<file path="src/rtl/rv_iopmp_error_capture_rr.sv">
// Round-robin error logger: accepts one IOPMP error record per cycle into a small FIFO and
// commits the FIFO head to the ERR_REQ* registers whenever ERR_REQINFO.ip is clear.

package rv_iopmp_pkg;

    typedef struct packed {
        logic        error_detected;
        logic [1:0]  ttype;
        logic [2:0]  etype;
        logic [15:0] sid;
        logic [15:0] eid;
        logic [63:0] addr;
    } error_capture_t;

    typedef struct packed {
        logic [1:0]  ttype;
        logic [2:0]  etype;
        logic [15:0] sid;
        logic [15:0] eid;
        logic [63:0] addr;
    } err_entry_t;

    typedef struct packed {
        struct packed { logic q;       } ip;
        struct packed { logic [1:0] q; } ttype;
        struct packed { logic [2:0] q; } etype;
    } reg2hw_err_reqinfo_reg_t;

    typedef struct packed {
        struct packed { logic [15:0] q; } eid;
        struct packed { logic [15:0] q; } sid;
    } reg2hw_err_reqid_reg_t;

    typedef struct packed { logic [31:0] q; } reg2hw_err_reqaddr_reg_t;
    typedef struct packed { logic [31:0] q; } reg2hw_err_reqaddrh_reg_t;

    typedef struct packed {
        struct packed { logic d;       logic de; } ip;
        struct packed { logic [1:0] d; logic de; } ttype;
        struct packed { logic [2:0] d; logic de; } etype;
    } hw2reg_err_reqinfo_reg_t;

    typedef struct packed {
        struct packed { logic [15:0] d; logic de; } eid;
        struct packed { logic [15:0] d; logic de; } sid;
    } hw2reg_err_reqid_reg_t;

    typedef struct packed { logic [31:0] d; logic de; } hw2reg_err_reqaddr_reg_t;
    typedef struct packed { logic [31:0] d; logic de; } hw2reg_err_reqaddrh_reg_t;

endpackage

module rv_iopmp_error_capture_rr
    import rv_iopmp_pkg::*;
#(
    parameter int unsigned NUMBER_IOPMP_INSTANCES = 4,
    parameter int unsigned FIFO_DEPTH             = 4,
    parameter int unsigned ERR_CNT_WIDTH          = 8
) (
    input  logic                                          clk_i,
    input  logic                                          rst_ni,
    input  reg2hw_err_reqinfo_reg_t                       reg2hw_err_reqinfo_i,
    input  reg2hw_err_reqid_reg_t                         reg2hw_err_reqid_i,
    input  reg2hw_err_reqaddr_reg_t                       reg2hw_err_reqaddr_i,
    input  reg2hw_err_reqaddrh_reg_t                      reg2hw_err_reqaddrh_i,
    output hw2reg_err_reqinfo_reg_t                       hw2reg_err_reqinfo_o,
    output hw2reg_err_reqid_reg_t                         hw2reg_err_reqid_o,
    output hw2reg_err_reqaddr_reg_t                       hw2reg_err_reqaddr_o,
    output hw2reg_err_reqaddrh_reg_t                      hw2reg_err_reqaddrh_o,
    input  error_capture_t [NUMBER_IOPMP_INSTANCES-1:0]   err_interface_i,
    output logic [NUMBER_IOPMP_INSTANCES-1:0]             err_ack_o,
    output logic [ERR_CNT_WIDTH-1:0]                      err_drop_cnt_o,
    input  logic                                          err_cnt_clr_i,
    output logic                                          err_overflow_o,
    output logic [$clog2(FIFO_DEPTH):0]                   fifo_level_o
);

    localparam int unsigned PtrW   = $clog2(FIFO_DEPTH);
    localparam int unsigned LevelW = PtrW + 1;
    localparam int unsigned RrW    = (NUMBER_IOPMP_INSTANCES > 1) ? $clog2(NUMBER_IOPMP_INSTANCES) : 1;
    localparam int unsigned SumW   = ERR_CNT_WIDTH + RrW + 1;

    err_entry_t                        fifo_q [FIFO_DEPTH];
    err_entry_t                        head;
    err_entry_t                        push_entry;
    logic [PtrW-1:0]                   wr_ptr_q, rd_ptr_q;
    logic [LevelW-1:0]                 level_q, level_d;
    logic [RrW-1:0]                    rr_ptr_q, rr_ptr_d;
    logic [RrW-1:0]                    grant_idx;
    logic [ERR_CNT_WIDTH-1:0]          cnt_q, cnt_d;
    logic [NUMBER_IOPMP_INSTANCES-1:0] req, grant_oh, dropped;
    logic                              push, pop, space;
    logic [SumW-1:0]                   sum;

    assign pop   = ~reg2hw_err_reqinfo_i.ip.q && (level_q != '0);
    assign space = (level_q < LevelW'(FIFO_DEPTH)) || pop;
    assign head  = fifo_q[rd_ptr_q];

    always_comb begin
        for (int i = 0; i < NUMBER_IOPMP_INSTANCES; i++) begin
            req[i] = err_interface_i[i].error_detected;
        end
    end

    // First requester at or after rr_ptr_q wins; nothing is granted while in reset.
    always_comb begin
        int unsigned idx;
        idx       = 0;
        grant_oh  = '0;
        grant_idx = '0;
        push      = 1'b0;
        for (int unsigned k = 0; k < NUMBER_IOPMP_INSTANCES; k++) begin
            idx = 32'(rr_ptr_q) + k;
            if (idx >= NUMBER_IOPMP_INSTANCES) idx = idx - NUMBER_IOPMP_INSTANCES;
            if (!push && req[idx] && space && rst_ni) begin
                push          = 1'b1;
                grant_idx     = RrW'(idx);
                grant_oh[idx] = 1'b1;
            end
        end
    end

    always_comb begin
        push_entry.ttype = err_interface_i[grant_idx].ttype;
        push_entry.etype = err_interface_i[grant_idx].etype;
        push_entry.sid   = err_interface_i[grant_idx].sid;
        push_entry.eid   = err_interface_i[grant_idx].eid;
        push_entry.addr  = err_interface_i[grant_idx].addr;
    end

    always_comb begin
        rr_ptr_d = rr_ptr_q;
        if (push) begin
            rr_ptr_d = (32'(grant_idx) == NUMBER_IOPMP_INSTANCES - 1) ? '0 : grant_idx + 1'b1;
        end
    end

    always_comb begin
        unique case ({push, pop})
            2'b10:   level_d = level_q + 1'b1;
            2'b01:   level_d = level_q - 1'b1;
            default: level_d = level_q;
        endcase
    end

    assign dropped = req & ~grant_oh;

    always_comb begin
        sum = SumW'(cnt_q);
        for (int i = 0; i < NUMBER_IOPMP_INSTANCES; i++) begin
            sum = sum + SumW'(dropped[i]);
        end
        if (err_cnt_clr_i) begin
            cnt_d = '0;
        end else if (sum > SumW'({ERR_CNT_WIDTH{1'b1}})) begin
            cnt_d = '1;
        end else begin
            cnt_d = sum[ERR_CNT_WIDTH-1:0];
        end
    end

    always_ff @(posedge clk_i or negedge rst_ni) begin
        if (!rst_ni) begin
            wr_ptr_q <= '0;
            rd_ptr_q <= '0;
            level_q  <= '0;
            rr_ptr_q <= '0;
            cnt_q    <= '0;
        end else begin
            if (push) wr_ptr_q <= wr_ptr_q + 1'b1;
            if (pop)  rd_ptr_q <= rd_ptr_q + 1'b1;
            level_q  <= level_d;
            rr_ptr_q <= rr_ptr_d;
            cnt_q    <= cnt_d;
        end
    end

    // Storage needs no reset: the pointers alone decide what is valid.
    always_ff @(posedge clk_i) begin
        if (push) fifo_q[wr_ptr_q] <= push_entry;
    end

    always_comb begin
        hw2reg_err_reqinfo_o.ip.d     = reg2hw_err_reqinfo_i.ip.q;
        hw2reg_err_reqinfo_o.ip.de    = 1'b0;
        hw2reg_err_reqinfo_o.ttype.d  = reg2hw_err_reqinfo_i.ttype.q;
        hw2reg_err_reqinfo_o.ttype.de = 1'b0;
        hw2reg_err_reqinfo_o.etype.d  = reg2hw_err_reqinfo_i.etype.q;
        hw2reg_err_reqinfo_o.etype.de = 1'b0;
        hw2reg_err_reqid_o.sid.d      = reg2hw_err_reqid_i.sid.q;
        hw2reg_err_reqid_o.sid.de     = 1'b0;
        hw2reg_err_reqid_o.eid.d      = reg2hw_err_reqid_i.eid.q;
        hw2reg_err_reqid_o.eid.de     = 1'b0;
        hw2reg_err_reqaddr_o.d        = reg2hw_err_reqaddr_i.q;
        hw2reg_err_reqaddr_o.de       = 1'b0;
        hw2reg_err_reqaddrh_o.d       = reg2hw_err_reqaddrh_i.q;
        hw2reg_err_reqaddrh_o.de      = 1'b0;
        if (pop) begin
            hw2reg_err_reqinfo_o.ip.d     = 1'b1;
            hw2reg_err_reqinfo_o.ip.de    = 1'b1;
            hw2reg_err_reqinfo_o.ttype.d  = head.ttype;
            hw2reg_err_reqinfo_o.ttype.de = 1'b1;
            hw2reg_err_reqinfo_o.etype.d  = head.etype;
            hw2reg_err_reqinfo_o.etype.de = 1'b1;
            hw2reg_err_reqid_o.sid.d      = head.sid;
            hw2reg_err_reqid_o.sid.de     = 1'b1;
            hw2reg_err_reqid_o.eid.d      = head.eid;
            hw2reg_err_reqid_o.eid.de     = 1'b1;
            hw2reg_err_reqaddr_o.d        = head.addr[31:0];
            hw2reg_err_reqaddr_o.de       = 1'b1;
            hw2reg_err_reqaddrh_o.d       = head.addr[63:32];
            hw2reg_err_reqaddrh_o.de      = 1'b1;
        end
    end

    assign err_ack_o      = grant_oh;
    assign err_drop_cnt_o = cnt_q;
    assign err_overflow_o = (cnt_q != '0);
    assign fifo_level_o   = level_q;

endmodule

</file>
<file path="config.mk">
export PLATFORM = sky130hd
export DESIGN_NAME = rv_iopmp_error_capture_rr
export DESIGN_NICKNAME = d
export VERILOG_FILES = /design/src/rtl/rv_iopmp_error_capture_rr.sv
export SDC_FILE = /design/constraint.sdc
export NUM_CORES = 1
export LEC_CHECK = 0
export CAP_MARGIN = 30
export CORE_AREA = 3 3 250 252
export CTS_CLUSTER_SIZE = 40
export DETAILED_ROUTE_END_ITERATION = 10
export DIE_AREA = 0 0 253 255
export SLEW_MARGIN = 20
export SYNTH_ARGS = -nofsm -noshare
export SYNTH_HDL_FRONTEND = slang
export SYNTH_SLANG_ARGS = --single-unit
</file>
<file path="constraint.sdc">
create_clock -name clk_i -period 4.4 [get_ports clk_i]
set_input_delay 0.88 -clock clk_i [delete_from_list [all_inputs] [get_ports clk_i]]
set_output_delay 0.88 -clock clk_i [all_outputs]
set_load 0.05 [all_outputs]
</file>
Word level (Yosys, flattened, before mapping)
Memories as Yosys holds them, arrays and structs flattened.
Index checks and enable logic that the tools add are counted.
{"block": "totals", "ff_bits": 17, "ram_bits": 404, "out_inout_bits": 125, "mem_count": 1}
{"name": "fifo_q", "depth": 4, "word_bits": 101, "rd": 1, "rd_clocked_by_memory_dff": 0, "write_ports": 1, "line_no": "83", "rtl": "err_entry_t fifo_q [FIFO_DEPTH];"}
{"block": "op_classes", "add_sub_neg": 16, "magnitude_cmp": 15, "eq_ne": 3, "mux": 44, "bitwise_logic": 6, "reduce_logical": 23}
{"op": "binary-select mux 102 bit (select 2 bit)", "count": 1}
{"op": ">= comparator 32 x 1 -> 1 bit, second input constant", "count": 4}
{"op": "< comparator 32 x 3 -> 1 bit, second input constant", "count": 4}
{"op": "two-way mux 32 bit", "count": 4}
{"op": "two-way mux 101 bit", "count": 1}
{"op": "two-way mux 33 bit", "count": 2}
{"op": "two-way mux 34 bit", "count": 1}
{"op": "logical AND 1 bit", "count": 16}
{"op": "two-way mux 4 bit", "count": 4}
{"op": "two-way mux 8 bit", "count": 2}
{"op": "two-way mux 1 bit", "count": 14}
{"op": "bitwise OR 4 bit", "count": 3}
{"op": "subtractor 3 x 3 -> 4 bit, second input constant", "count": 3}
{"op": "adder 10 x 1 -> 11 bit", "count": 1}
{"op": "adder 11 x 1 -> 11 bit", "count": 1}
{"op": "greater-than comparator 11 x 8 -> 1 bit, second input constant", "count": 1}
{"op": "adder 9 x 1 -> 10 bit", "count": 1}
{"op": "two-way mux 2 bit", "count": 5}
{"op": "adder 8 x 1 -> 9 bit", "count": 1}
{"op": ">= comparator 3 bit, second input constant", "count": 3}
{"op": "two-way mux 9 bit", "count": 1}
{"op": "binary-select mux 1 bit (select 2 bit)", "count": 4}
{"op": "demux 1 bit (select 2 bit)", "count": 4}
{"op": "nonzero test 8 bit", "count": 1}
{"op": "other kinds (19)", "count": 25}

Longest topological paths before layout
Gate-level depths: netlist of the first run.
{"block": "depth", "ltp_word": 31, "depth_mapped": 16}

Worst setup path after synthesis of the first run
Ideal clock, no wire load.
{"block": "synth_path", "path_kind": "reg-to-reg", "startpoint": "register with a tool-made name", "endpoint": "register cnt_q[4], in the netlist err_drop_cnt_o[4]", "setup_time_ps": 78, "arrival_time_ps": 4351, "t_required_ps": 4322, "path_slack_ps": -29, "stages_incl_launch_ff": 15, "path_buffers": 1, "period_less_slack_ps": 4429, "path_cell_list": "dfrtp_1 buf_6 inv_1 ha_1 mux4_2 a221o_1 a32o_1 or2_1 fa_1 fa_1 inv_1 fa_1 nand3_1 xor2_1 a21oi_1"}
{"element": "end signal, assigned", "line_no": "174", "rtl": "cnt_q <= cnt_d;"}
{"element": "end, declared", "line_no": "90", "rtl": "logic [ERR_CNT_WIDTH-1:0] cnt_q, cnt_d;"}

Worst setup path in the final report of the first run
{"block": "layout_path", "startpoint": "register rr_ptr_q[1]", "endpoint": "register cnt_q[0], in the netlist err_drop_cnt_o[0]"}
{"block": "layout_between", "elab_chain_cells": 31, "elab_cells_between_ends": 76, "classes_between": "add/sub: 11; order compare: 13; mux: 29; bitwise: 5; reduce/logical: 18"}
{"element": "start, declared", "line_no": "88", "rtl": "logic [RrW-1:0] rr_ptr_q, rr_ptr_d;"}
{"element": "start signal, assigned", "line_no": "173", "rtl": "rr_ptr_q <= rr_ptr_d;"}
{"element": "parallel branches: the longest is 21 deep, another holds >= comparator 32 x 1 -> 1 bit"}
{"element": "two-way mux 4 bit *", "line_no": "115", "rtl": "if (!push && req[idx] && space && rst_ni) begin"}
{"element": "NOT 4 bit *", "line_no": "146", "rtl": "assign dropped = req & ~grant_oh;"}
{"element": "AND 4 bit *", "line_no": "146"}
{"element": "adder 8 x 1 -> 9 bit", "line_no": "151", "rtl": "sum = sum + SumW'(dropped[i]);"}
{"element": "adder 9 x 1 -> 10 bit", "line_no": "151"}
{"element": "adder 10 x 1 -> 11 bit", "line_no": "151"}
{"element": "adder 11 x 1 -> 11 bit *", "line_no": "151"}
{"element": "greater-than comparator 11 x 8 -> 1 bit", "line_no": "155", "rtl": "end else if (sum > SumW'({ERR_CNT_WIDTH{1'b1}})) begin"}
{"element": "two-way mux 8 bit *", "line_no": "155"}
{"element": "two-way mux 8 bit *", "line_no": "153", "rtl": "if (err_cnt_clr_i) begin"}
{"element": "named net cnt_d[0]", "line_no": "90"}
Mark *: on every way through the listed nets, which the timed path passes. The select of a mux whose other input is x is not followed.
A chain may end at the register's enable or synchronous reset.

==> results of run 1 <==
[Yosys cell counts (4+ instances only)]
cell / instances
nor3_1: 4
buf_4: 12
edfxtp_1: 404
and2_1: 6
a21oi_1: 9
buf_6: 12
xor2_1: 6
mux2i_1: 308
ha_1: 14
buf_1: 12
a221o_1: 4
a32o_1: 4
xnor2_1: 5
inv_1: 16
nand2_1: 6
dfrtp_1: 17
nand2b_1: 6
clkbuf_1: 21
or2_1: 4
buf_2: 22
mux2_2: 102
mux4_2: 103
fa_1: 4
[per-stage QoR]
step,worst slack (ps),utilization (%),instances
floorplan,1.853,-,1134
CTS,131.6,49.07,2623
global route,-18.21,49.07,2623
detailed placement,-356.1,46.36,2539
finish,200.4,49.07,2623
global placement,-241.4,46.36,2539
[per-layer routing]
layer,GRT usage [%],up-vias
li1,-,5944
met1,21.15,6395
met2,32.86,430
met3,3.557,64
met4,3.955,8
met5,0,-
[registers in the layout, summed over array words and instances, names as in the netlist, named ones only]
register	flops
wr_ptr_q	2
rd_ptr_q	2
fifo_q	404
fifo_level_o	3
rr_ptr_q	1
err_drop_cnt_o	8
[worst max-delay path, cell delays in order (launching register included)]
cell and delay [ps]:
dfrtp_1 350, inv_1 110, ha_2 420, mux4_2 580
a221o_1 390, a32o_2 290, or2_1 230, fa_1 480
fa_1 430, inv_1 100, fa_2 270, nand4_1 250
a21oi_1 230
[how the worst max path moves through the flow]
stage | startpoint | to | slack (ps) | cells after the start
2_1_floorplan | flop | err_drop_cnt_o[4] | 2 | 14
3_3_place_gp | err_interface_i[305] | err_drop_cnt_o[1] | -240 | 12
3_5_place_dp | err_interface_i[305] | err_drop_cnt_o[0] | -360 | 12
4_1_cts | rr_ptr_q[1] | err_drop_cnt_o[0] | 130 | 12
5_1_grt | rr_ptr_q[1] | err_drop_cnt_o[2] | -20 | 12
6_report | rr_ptr_q[1] | err_drop_cnt_o[0] | 200 | 12
[cell families (layout without fill, tap and decap cells)]
| family | after synthesis | after routing | synth area share [%] |
|---|---|---|---|
| multiplexers | 513 | 513 | 31.98 |
| flip-flops | 421 | 421 | 61.29 |
| buffers and inverters | 95 | 802 | 2.534 |
| AND/OR/NAND/NOR | 45 | 45 | 1.350 |
| AO/OA/AOI/OAI | 31 | 31 | 1.136 |
| adder cells (fa/ha/maj) | 18 | 18 | 1.246 |
| XOR/XNOR | 11 | 11 | 0.4702 |
[power by group through the flow]
stage / sequential [mW] / clock [mW] / combinational (mW)
5_1_grt: 6.36 / 4.34 / 10.3
4_1_cts: 6.29 / 4.17 / 9.85
3_3_place_gp: 6.32 / 0 / 9.70
3_5_place_dp: 6.37 / 0 / 9.82
6_report: 6.27 / 4.05 / 9.64
2_1_floorplan: 6.32 / 0 / 6.50
[timing repair]
item,4_1_cts,5_1_grt
endpoints found under the setup margin,0,7
gates resized for setup,0,2
hold buffers,0,0
endpoints found under the hold margin,0,0
[area by class of cell]
cell class,count,area (um^2),area share (%)
multi-input cells,618,7456,25.17
clock buffers,61,1299,4.385
flip-flops and latches,421,12560,42.42
repair buffers,702,6929,23.39
inverters,16,60.06,0.2028
clock inverters,23,332.8,1.124
well taps,782,978.4,3.303
==> results.py, run 1 <==
metrics = {
    "detailed_routing": {
        "drc": 0,
        "top_layer": "met5",
        "routed_wl_mm": 59.01,
        "wl_per_cell_um": 22.50,
        "wl_met1_mm": 23.03,
        "first_pass_iters": 4,
        "wl_met3_mm": 3.633,
        "ant_nets": 0,
        "drt_iter0_drc": 720,
        "route.met2.wl_mm": 31.39,
        "vias": 12840,
        "viasPerCell": 4.896,
    },
    "setup_path": {
        "cp-end-kind": "flop",
        "crit_required_ps": 4880,
        "cp-start-kind": "flop",
        "worst-setup-path-type": "flop to flop",
        "reg2reg_slack_ps": 200,
        "crit_path_max_fanout": 7,
        "r2r_end": "err_drop_cnt_o[0]",
        "crit_arrival_ps": 4680,
        "r2r_cells": 12,
        "r2r-start": "rr_ptr_q[1]",
    },
    "pwr": {
        "power_frac_clock_pct": 20.3,
        "power_frac_comb_pct": 48.3,
        "peakVddDrop_uv": 375.0,
        "leakage_nw": 10.15,
        "p_int_mw": 12.57,
        "p_switching_mw": 7.377,
        "p_seq_share_pct": 31.4,
        "power.total_mw": 19.95,
        "pwr_density_cell_mw_per_mm2": 673.6,
        "p_sw_share_pct": 36.98,
    },
    "cells_and_area": {
        "num_antenna_cells": 0,
        "drive_gt1_share_pct": 24.12,
        "nNetsFinal": 2336,
        "final_common_cell": "clkdlybuf4s50_1",
        "final_cell_mix": "clkdlybuf4s50_1, edfxtp_1, mux2i_1",
        "fin_area_mm2": 0.02962,
        "nFillCells": 5181,
        "syn_to_final_growth_pct": 44.57,
    },
    "cts": {
        "cts_tree": "yes",
        "h-tree-depth": 2,
        "post_cts_buffers": 0,
        "cts.sink_count": 421,
        "clkTransAtPathRegs_ps": 60,
        "clkLatencyLatePin_ps": 550,
        "numCtsBuffers": 46,
        "cts.path.max_buffers": 3,
        "clockRootBuffer": "clkbuf_16",
    },
    "floorplanning": {
        "initial_core_util_pct": 33.94,
        "dieHeight_um": 255,
        "rows": 90,
        "die-area_mm2": 0.06452,
        "core-area_mm2": 0.06036,
        "ios": 638,
        "die_w_um": 253,
    },
    "hold_path": {
        "worstHoldStart": "fifo_level_o[2]",
        "min_to": "fifo_level_o[2]",
        "hold_depth": 1,
        "hold_path_class": "flop to flop",
    },
    "synthesis": {
        "yosysUniqueCellTypes": 49,
        "synth_top_area_cell": "edfxtp_1",
        "syn_area_per_cell_um2": 18.07,
        "ys_ff_latch": 421,
        "yosysSeqAreaShare_pct": 61.29,
        "synth_area_leaders": "edfxtp_1, mux2i_1, mux4_2, mux2_2, dfrtp_1",
        "synth_nets": 1665,
        "netlist_instances": 1134,
        "ys.flop_type": "edfxtp_1",
        "syn_area_mm2": 0.02049,
        "synth_top_area_share_pct": 59.21,
        "synth_edf_count": 404,
        "async_flop_share_pct": 4.038,
        "ys_warn_count": 0,
    },
    "sta": {
        "setup_violations": 0,
        "hold_viol": 0,
        "max_freq_ghz": 0.2381,
        "skew_ps": 19.97,
        "fin_crit_sh_pct": 95.44,
        "slew_viol_final": 0,
        "finalSetupTns_ps": 0,
        "finalCriticalPeriod_ps": 4200,
        "whs_ps": 538.6,
        "worstMarginPinSlew_ps": 672.7,
        "rsz0062_at_grt": "yes",
        "slew_headroom_pct": 55.15,
    },
    "placement": {
        "dpl.hpwl_mm": 43.68,
        "place_area_mm2": 0.02798,
        "place.gp.congestion": 0.7865,
        "portBuffers": 637,
    },
    "global_routing": {
        "grt_max_degree": 50,
        "antenna_found_initial": 6,
        "grt_overflow_total": 0,
        "grt_pass1_wl_mm": 85.64,
        "grtUsageTotal_pct": 17.67,
        "first_global_vias": 13900,
    },
    "flow_run": {
        "cap_viol_max_count": 0,
    },
    "run_status": {
        "status": "completed",
    },
}
Power figures use the tool's default switching activity.
==> run 2: changes to the inputs <==
--- a/config.mk
+++ b/config.mk
@@ -10,6 +10,7 @@
 export CTS_CLUSTER_SIZE = 40
 export DETAILED_ROUTE_END_ITERATION = 10
 export DIE_AREA = 0 0 253 255
+export SKIP_LAST_GASP = 1
 export SLEW_MARGIN = 20
 export SYNTH_ARGS = -nofsm -noshare
 export SYNTH_HDL_FRONTEND = slang
==> constraint.sdc (replaced) <==
create_clock -name clk_i -period 3.75 [get_ports clk_i]
set_input_delay 0.75 -clock clk_i [delete_from_list [all_inputs] [get_ports clk_i]]
set_output_delay 0.75 -clock clk_i [all_outputs]
set_load 0.05 [all_outputs]
==> run 2 against run 1 <==
The flow now finishes with violations (negative setup slack). Count of clock-buffer cells in the layout decreased by 6. Register-to-register slack worse by 250 ps. Worst setup slack worse by 280 ps. Sequential share of layout area decreased by 0.34 points. Via count grew 1.8%. Routed wire length fell by 0.36%. Final cell count grew 1.9%.
==> results.py, run 2 (same netlist as run 1, synthesis figures left out) <==
metrics = {
    "run_status": {
        "status": "finished, violations left",
        "violations": "negative setup slack",
    },
    "global_routing": {
        "grtUsageTotal_pct": 17.40,
        "grt_max_degree": 71,
        "first_global_vias": 13840,
        "grt_overflow_total": 0,
        "grt_pass1_wl_mm": 84.68,
        "antenna_found_initial": 2,
    },
    "hold_path": {
        "worstHoldStart": "fifo_level_o[2]",
        "hold_depth": 1,
        "min_to": "fifo_level_o[2]",
        "hold_path_class": "flop to flop",
    },
    "pwr": {
        "leakage_nw": 10.36,
        "power.total_mw": 23.50,
        "peakVddDrop_uv": 471.0,
        "pwr_density_cell_mw_per_mm2": 787.0,
    },
    "cells_and_area": {
        "largest-register": "fifo_q",
        "largest_reg_flops": 404,
        "syn_to_final_growth_pct": 45.73,
        "layoutNonFillerInstCount": 2672,
        "regArea_mm2": 0.01257,
        "multiInputGateArea_mm2": 0.007488,
        "nFillCells": 5131,
        "final_util_pct": 49.47,
        "final_common_cell": "clkdlybuf4s50_1",
        "nNetsFinal": 2386,
        "drive_gt1_share_pct": 27.53,
        "final_cell_mix": "clkdlybuf4s50_1, edfxtp_1, mux2i_1",
    },
    "setup_path": {
        "crit_buf_inv": 2,
        "r2r_end": "err_drop_cnt_o[4]",
        "crit_chain": "clkdlybuf4s50_1 -> mux4_2 -> nor2b_2 -> a221o_1 -> a32o_2 -> or2_1 -> fa_1 -> fa_2 -> inv_2 -> fa_2 -> nand3_1 -> xor2_1 -> a21oi_1",
        "cp-end-kind": "flop",
        "cpMaxStageDelayCell": "mux4_2",
        "crit_arrival_ps": 4280,
        "worst-setup-path-type": "input port to flop",
        "critPathTopFamily": "adder cells",
        "crit_required_ps": 4200,
        "r2r_cells": 13,
        "crit_top_cell": "fa_2",
        "cpPeakStageDelay_ps": 500,
        "cp-start-kind": "input port",
        "crit_path_max_fanout": 5,
        "reg2reg_slack_ps": -50,
        "cp_num_cells": 13,
        "startpoint": "err_interface_i[203]",
    },
    "sta": {
        "hold_viol": 0,
        "finalCriticalPeriod_ps": 3828,
        "rsz0062_at_grt": "yes",
        "setup_violations": 9,
        "setup_ws_ps": -77.50,
        "max_freq_ghz": 0.2613,
        "skew_ps": 19.52,
        "worstMarginPinSlew_ps": 566.0,
        "whs_ps": 568.4,
        "slew_viol_final": 0,
        "fin_crit_sh_pct": 102.1,
        "slew_headroom_pct": 62.15,
    },
    "cts": {
        "clkLatencyLatePin_ps": 560,
        "cts.sink_count": 421,
        "cts.path.max_buffers": 3,
        "cts_tree": "yes",
        "hold_buffers": 0,
        "numCtsBuffers": 46,
        "clockRootBuffer": "clkbuf_16",
        "clkTransAtPathRegs_ps": 60,
        "h-tree-depth": 2,
    },
    "placement": {
        "place.gp.congestion": 0.8005,
        "dp_cells": 2585,
        "pre_cts_slack_ps": -628.8,
        "portBuffers": 637,
        "dpl.hpwl_mm": 43.02,
    },
    "flow_run": {
        "cap_viol_max_count": 0,
    },
    "detailed_routing": {
        "wl_per_cell_um": 22.00,
        "drc": 0,
        "ant_nets": 0,
        "viasPerCell": 4.894,
        "vias": 13080,
        "routed_wl_mm": 58.79,
        "drt_iter0_drc": 524,
        "first_pass_iters": 6,
    },
    "floorplanning": {
        "core-area_mm2": 0.06036,
        "die-area_mm2": 0.06452,
        "rows": 90,
        "die_w_um": 253,
        "dieHeight_um": 255,
        "initial_core_util_pct": 33.94,
        "ios": 638,
    },
}
-- run 2: cell count changes in the layout (fill, tap and decap cells not counted), moves of 3 or more --
cell and delta:
a21oi_1 -3, a21oi_2 +3, a32o_1 -3, a32o_2 +3, buf_12 +4, buf_4 +68, bufinv_16 -3, clkbuf_8 -7
clkdlybuf4s50_1 -23, clkinv_1 +4, clkinv_2 +3
-- run 2: cell type report --
cell class | count | area share [%]
Sequential cell | 421 | 42.08
Multi-Input combinational cell | 618 | 25.08
Timing Repair Buffer | 752 | 24.45
Clock buffer | 55 | 3.968
Tap cell | 782 | 3.277
Clock inverter | 27 | 0.9135
Inverter | 16 | 0.2179
Antenna cell | 1 | 0.008381
-- run 2: report_power, final --
| part | leakage (nW) | switching, mW | internal [mW] |
|---|---|---|---|
| combinational | 5.76 | 6.72 | 5.18 |
| clock | 0.701 | 1.75 | 2.59 |
| sequential | 3.90 | 0.273 | 6.98 |
| total | 10.4 | 8.75 | 14.8 |
-- run 2: metal layers --
layer / global-route usage, % / up-vias / wire length (um)
met2: 32.69 / 405 / 31450
met3: 2.967 / 61 / 3103
met5: 0 / - / 0
met4: 4.020 / 0 / 1001
li1: - / 6037 / -
met1: 20.84 / 6574 / 23240
-- run 2: worst max path at each step --
stage | to | slack (ps)
after detailed placement | err_drop_cnt_o[3] | -630
after global routing | err_drop_cnt_o[4] | -200
after global placement | err_drop_cnt_o[7] | -580
final | err_drop_cnt_o[4] | -80
after floorplan | err_drop_cnt_o[4] | -310
after CTS | err_drop_cnt_o[4] | -70
-- run 2: what timing repair did --
| item | 4_1_cts | 5_1_grt |
|---|---|---|
| hold endpoints to repair | 0 | 0 |
| resized for setup | 0 | 6 |
| pin swaps | 7 | 7 |
| setup buffers | 1 | 3 |
| setup endpoints to repair | 8 | 10 |
-- run 2: metrics by stage --
stage,area (um^2),TNS (ps)
floorplan,20520,-2107
global placement,28350,-4569
detailed placement,28350,-5092
CTS,29820,-441.1
global route,29860,-1372
finish,29860,-384.2
